$ cat src/rtl/quad_decoder_pkg.sv
// Shared quadrature decode definitions: Gray state codes, decode result codes, decode table.
// Purely combinational helpers; no latency and no backpressure.
package quad_decoder_pkg;

  localparam logic [1:0] Q00 = 2'b00;
  localparam logic [1:0] Q01 = 2'b01;
  localparam logic [1:0] Q11 = 2'b11;
  localparam logic [1:0] Q10 = 2'b10;

  typedef enum logic [1:0] {
    DEC_NONE = 2'd0,
    DEC_FWD  = 2'd1,
    DEC_REV  = 2'd2,
    DEC_ERR  = 2'd3
  } dec_t;

  // prev/cur are {a,b}; a diagonal jump across the Gray cycle is an error
  function automatic dec_t quad_decode(input logic [1:0] prev, input logic [1:0] cur);
    dec_t res;
    res = DEC_NONE;
    case ({prev, cur})
      {Q00, Q01}, {Q01, Q11}, {Q11, Q10}, {Q10, Q00}: res = DEC_FWD;
      {Q00, Q10}, {Q10, Q11}, {Q11, Q01}, {Q01, Q00}: res = DEC_REV;
      {Q00, Q11}, {Q11, Q00}, {Q01, Q10}, {Q10, Q01}: res = DEC_ERR;
      default:                                        res = DEC_NONE;
    endcase
    return res;
  endfunction

endpackage

$ cat src/rtl/sync_ff.sv
// Multi-flop synchronizer for one asynchronous bit.
// Latency STAGES clk cycles; no backpressure.
module sync_ff #(
  parameter int STAGES = 2
) (
  input  logic clk,
  input  logic rst,
  input  logic d,
  output logic q
);

  logic [STAGES-1:0] chain;

  always_ff @(posedge clk or posedge rst) begin
    if (rst) begin
      chain <= '0;
    end else begin
      chain <= {chain[STAGES-2:0], d};
    end
  end

  assign q = chain[STAGES-1];

endmodule

$ cat src/rtl/quad_decoder.sv
// x4 quadrature decoder: synchronizes A/B, emits step/dir/err pulses, keeps a wrapping position.
// Latency SYNC_STAGES+1 clk edges from input edge to pulse; no backpressure (max one transition per SYNC_STAGES+1 cycles).
module quad_decoder
  import quad_decoder_pkg::*;
#(
  parameter int N           = 8,
  parameter int SYNC_STAGES = 2
) (
  input  logic         clk,
  input  logic         rst,
  input  logic         a,
  input  logic         b,
  input  logic         clr,
  input  logic         load,
  input  logic [N-1:0] D,
  output logic         step,
  output logic         dir,
  output logic         err,
  output logic         err_flag,
  output logic         wrap_tick,
  output logic [N-1:0] pos
);

  localparam int PW = $clog2(SYNC_STAGES + 1);

  typedef enum logic {
    ST_PRIME = 1'b0,
    ST_RUN   = 1'b1
  } prime_state_t;

  logic         as_s;
  logic         bs_s;
  logic [1:0]   cur;
  logic [1:0]   prev;
  prime_state_t state;
  prime_state_t state_nxt;
  logic [PW-1:0] prime_cnt;
  logic [PW-1:0] prime_cnt_nxt;
  logic         decode_en;
  dec_t         dec;
  logic         is_step;
  logic [N-1:0] pos_nxt;
  logic         wrap_nxt;

  sync_ff #(.STAGES(SYNC_STAGES)) u_sync_a (
    .clk (clk),
    .rst (rst),
    .d   (a),
    .q   (as_s)
  );

  sync_ff #(.STAGES(SYNC_STAGES)) u_sync_b (
    .clk (clk),
    .rst (rst),
    .d   (b),
    .q   (bs_s)
  );

  assign cur = {as_s, bs_s};

  always_ff @(posedge clk or posedge rst) begin
    if (rst) begin
      state     <= ST_PRIME;
      prime_cnt <= '0;
    end else begin
      state     <= state_nxt;
      prime_cnt <= prime_cnt_nxt;
    end
  end

  // Hold off decode until prev reflects a fully flushed synchronizer pipeline
  always_comb begin
    state_nxt     = state;
    prime_cnt_nxt = prime_cnt;
    decode_en     = 1'b0;
    case (state)
      ST_PRIME: begin
        if (prime_cnt == PW'(SYNC_STAGES)) begin
          state_nxt     = ST_RUN;
          prime_cnt_nxt = '0;
        end else begin
          prime_cnt_nxt = prime_cnt + PW'(1);
        end
      end
      ST_RUN: begin
        decode_en = 1'b1;
      end
      default: begin
        state_nxt = ST_PRIME;
      end
    endcase
    if (clr) begin
      state_nxt     = ST_PRIME;
      prime_cnt_nxt = '0;
    end
  end

  assign dec     = decode_en ? quad_decode(prev, cur) : DEC_NONE;
  assign is_step = (dec == DEC_FWD) || (dec == DEC_REV);

  always_comb begin
    pos_nxt  = pos;
    wrap_nxt = 1'b0;
    if (clr) begin
      pos_nxt = '0;
    end else if (load) begin
      pos_nxt = D;
    end else if (dec == DEC_FWD) begin
      pos_nxt  = pos + N'(1);
      wrap_nxt = (pos == {N{1'b1}});
    end else if (dec == DEC_REV) begin
      pos_nxt  = pos - N'(1);
      wrap_nxt = (pos == '0);
    end
  end

  always_ff @(posedge clk or posedge rst) begin
    if (rst) begin
      prev      <= '0;
      step      <= 1'b0;
      dir       <= 1'b0;
      err       <= 1'b0;
      err_flag  <= 1'b0;
      wrap_tick <= 1'b0;
      pos       <= '0;
    end else begin
      prev      <= cur;
      step      <= is_step && !clr;
      err       <= (dec == DEC_ERR) && !clr;
      wrap_tick <= wrap_nxt;
      pos       <= pos_nxt;
      if (is_step && !clr) begin
        dir <= (dec == DEC_FWD);
      end
      if (clr) begin
        err_flag <= 1'b0;
      end else if (dec == DEC_ERR) begin
        err_flag <= 1'b1;
      end
    end
  end

endmodule

$ cat config.mk
export PLATFORM = sky130hd
export DESIGN_NAME = quad_decoder
export DESIGN_NICKNAME = d
export VERILOG_FILES = /design/src/rtl/quad_decoder_pkg.sv /design/src/rtl/sync_ff.sv /design/src/rtl/quad_decoder.sv
export SDC_FILE = /design/constraint.sdc
export NUM_CORES = 1
export LEC_CHECK = 0
export CORE_MARGIN = 2
export CORE_UTILIZATION = 45
export CTS_CLUSTER_DIAMETER = 200
export DETAILED_ROUTE_END_ITERATION = 6
export GPL_ROUTABILITY_DRIVEN = 0
export PLACE_DENSITY_LB_ADDON = 0.2
export SLEW_MARGIN = 10
export SYNTH_ARGS = -nofsm -noshare
export SYNTH_HDL_FRONTEND = slang
export SYNTH_SLANG_ARGS = --single-unit
$ cat constraint.sdc
create_clock -name clk -period 3 [get_ports clk]
set_input_delay 0.6 -clock clk [delete_from_list [all_inputs] [get_ports clk]]
set_output_delay 0.6 -clock clk [all_outputs]
set_load 0.005 [all_outputs]
==> out/qor.txt <==
outcome: finished clean
Skew-Pair Late Insertion Delay: 0.31 ns
crit end category: flop
reg2reg start: u_sync_b.chain[1]$_DFF_PP0_
CP endpoint: pos[6]$_DFFE_PP0P_
first-pass GRT wire length: 4900 um
via count: 1,099
required time of the worst setup path: 3.22 ns
First DRT Iteration DRCs: 37
Post-route DRC: 0
Chip Height: 58.0 um
Power Density: 483 nW/um2
initial antenna violation count: 0
Hold Path Class: reg2reg
Antenna diodes: 0
Clk pwr share: 0.288
die area: 3360 um2
CP Launch Point: u_sync_b.chain[1]$_DFF_PP0_
Warnings, synthesis: 0
Slew HR: 0.426
number of vias per cell: 5.75
Util after Layout: 0.603
Final Hold Fails: 0
share of Yosys cell area claimed by the top area cell type: 0.420
first-pass iteration count of the detailed router: 4
row count: 19
sw frac: 0.296
critical path class: reg2reg
vias in the first global route: 1,014
Design Area, Final: 1660 um2
Main synth FF type: dfrtp_1
worst vdd ir: 0.311 mV
hpwl dp: 2080 um
flop-to-flop setup slack: 0.17 ns
critical path peak fanout: 8
Least-Margin Pin Slew: 0.860 ns
IO Pins: 27
clock period minus worst slack: 2.83 ns
global route overflow: 0
FF-to-FF End: pos[6]$_DFFE_PP0P_
clock buffer depth: 2
pin count of the biggest net entering global routing: 23
most frequent cells in the layout: clkdlybuf4s50_1, dfrtp_1, a21oi_1, nor2_1, ha_1
Avg WL per Cell: 15.1 um
Synth cell types: 41
Sequential Power Share: 0.428
clk_skew: 0.00962 ns
CTS H-tree depth: 1
Fmax: 354 MHz
Clock Sinks: 22
Syn Nets: 157
setup violators final: 0
fin crit share: 0.942
Avg Cell Area, Syn: 9.93 um2
placed cell area: 1610 um2
Post-Synthesis Cells: 132
CP max stage delay: 0.46 ns
Post-Syn Area: 1310 um2
crit-path cells: nor2b_1 -> or3b_1 -> o211ai_1 -> ha_2 -> inv_2 -> fa_1 -> a21o_1 -> a221o_1 -> mux2i_1 -> a221oi_1
ratio of cells with drive above 1 in the final layout: 0.0938
switching pwr: 0.000238 W
Max Cap Violations: 0
FF-to-FF path depth: 10
CTS tree: yes
total track usage: 0.187
CTS buffer count: 3
root buf cell: clkbuf_4
Area Overhead vs Synth: 26.9%
worst path arrival time: 3.04 ns
Synth area leaders: dfrtp_1, ha_1, a21oi_1, nor2_1, mux2i_1
Static Leak: 0.728 nW
Int Power: 0.000567 W
Horiz. Die Dim: 58.0 um
register area share after synthesis: 0.420
Setup Buffers After CTS: 0
Final ANT Viol Nets: 0
slowest CP cell: dfrtp_2
post-synth top area cell: dfrtp_1
Clock transition at path regs: 0.14 ns
Comb pwr share: 0.284
Starting Density: 0.475
commonest non-fill, non-tap cell in the layout: clkdlybuf4s50_1
min-delay src: u_sync_b.chain[0]$_DFF_PP0_
Nets: 186
FF+latch count, synth: 22
setup TNS: 0 ns
Setup crit start kind: flop
# port buffers: 26
Post-synth EDFFs: 0
core box area: 2760 um2
max-slew violation count: 0
async set-reset flop share out of synthesis: 1.00
RSZ-0062 raised after global routing: no
drt total wl: 2890 um
[through the flow]
stage	total power, W	hold WS (ns)	std cells	setup slack, ns
floorplan	0.000494	0.331	132	0.232
global placement	0.000566	0.332	187	0.215
detailed placement	0.000574	0.340	187	0.0936
CTS	0.000807	0.369	191	0.0696
global route	0.000853	0.372	191	0.00588
finish	0.000805	0.366	191	0.173
[cell usage after synthesis (2+ instances only)]
cell type and instances:
ha_1 10, and3_1 3, inv_1 7, nor3b_1 2, nor3_1 5, a211oi_1 2
nand2_1 8, dfrtp_1 22, clkbuf_1 2, or3_1 2, a21o_1 2, o21ai_0 2
a21oi_1 12, mux2i_1 4, nor2b_1 3, nor4_1 2, mux2_2 2, xor2_1 2
o211ai_1 4, buf_2 2, nor2_1 12, o22ai_1 2, xnor2_1 2
[layer usage]
layer / track usage / up-vias / wire [um]
li1: - / 535 / -
met4: 0.0498 / 0 / 25
met1: 0.259 / 530 / 1330
met2: 0.297 / 30 / 1370
met3: 0.0424 / 4 / 168
met5: 0 / - / 0
[kinds of logic after synthesis]
group,synth area share
flip-flops,0.420
AND/OR/NAND/NOR,0.181
XOR/XNOR,0.0267
multiplexers,0.0477
AO/OA/AOI/OAI,0.180
adder cells (fa/ha/maj),0.111
buffers and inverters,0.0334
[state kept, by name (all words and copies together), names as in the netlist]
name / flops
pos: 8
prev: 2
prime_cnt: 2
u_sync_a.chain: 2
u_sync_b.chain: 2
dir: 1
err: 1
err_flag: 1
state: 1
step: 1
wrap_tick: 1
[layout make-up]
class	instances	area, um2
clock inverter	1	30.0
fill	243	1090
tap	31	38.8
inverter	7	26.3
sequential	22	552
timing repair buffer	28	275
clock buffer	3	22.5
multi-input combinational	99	719
[timing repair]
item | 4_1_cts | 5_1_grt
endpoints found under the setup margin | 0 | 3
gates resized for setup | 0 | 3
hold buffers | 0 | 0
[critical path, delay by kind of cell, from the launching register on]
kind | cells | cell delay, ns
compound gates | 4 | 0.90
fa+ha+maj | 2 | 0.65
buf+inv | 1 | 0.09
flops | 1 | 0.46
mux | 1 | 0.12
simple gates | 2 | 0.51
[power groups by stage]
stage	logic [W]	registers, W	clock network [W]
finish	0.000228	0.000345	0.000232
global route	0.000255	0.000349	0.000249
CTS	0.000227	0.000344	0.000235
detailed placement	0.000224	0.000350	0
global placement	0.000219	0.000348	0
floorplan	0.000150	0.000345	0
[worst min path at each step]
| stage | endpoint | slack (ns) | cells past startpoint |
|---|---|---|---|
| floorplan | u_sync_a.chain[1]$_DFF_PP0_ | 0.33 | 0 |
| global placement | u_sync_a.chain[1]$_DFF_PP0_ | 0.33 | 0 |
| detailed placement | u_sync_b.chain[1]$_DFF_PP0_ | 0.34 | 0 |
| CTS | u_sync_b.chain[1]$_DFF_PP0_ | 0.37 | 0 |
| global route | u_sync_b.chain[1]$_DFF_PP0_ | 0.37 | 0 |
| finish | u_sync_b.chain[1]$_DFF_PP0_ | 0.37 | 0 |
Note: power is estimated with default switching activity, not from simulation.
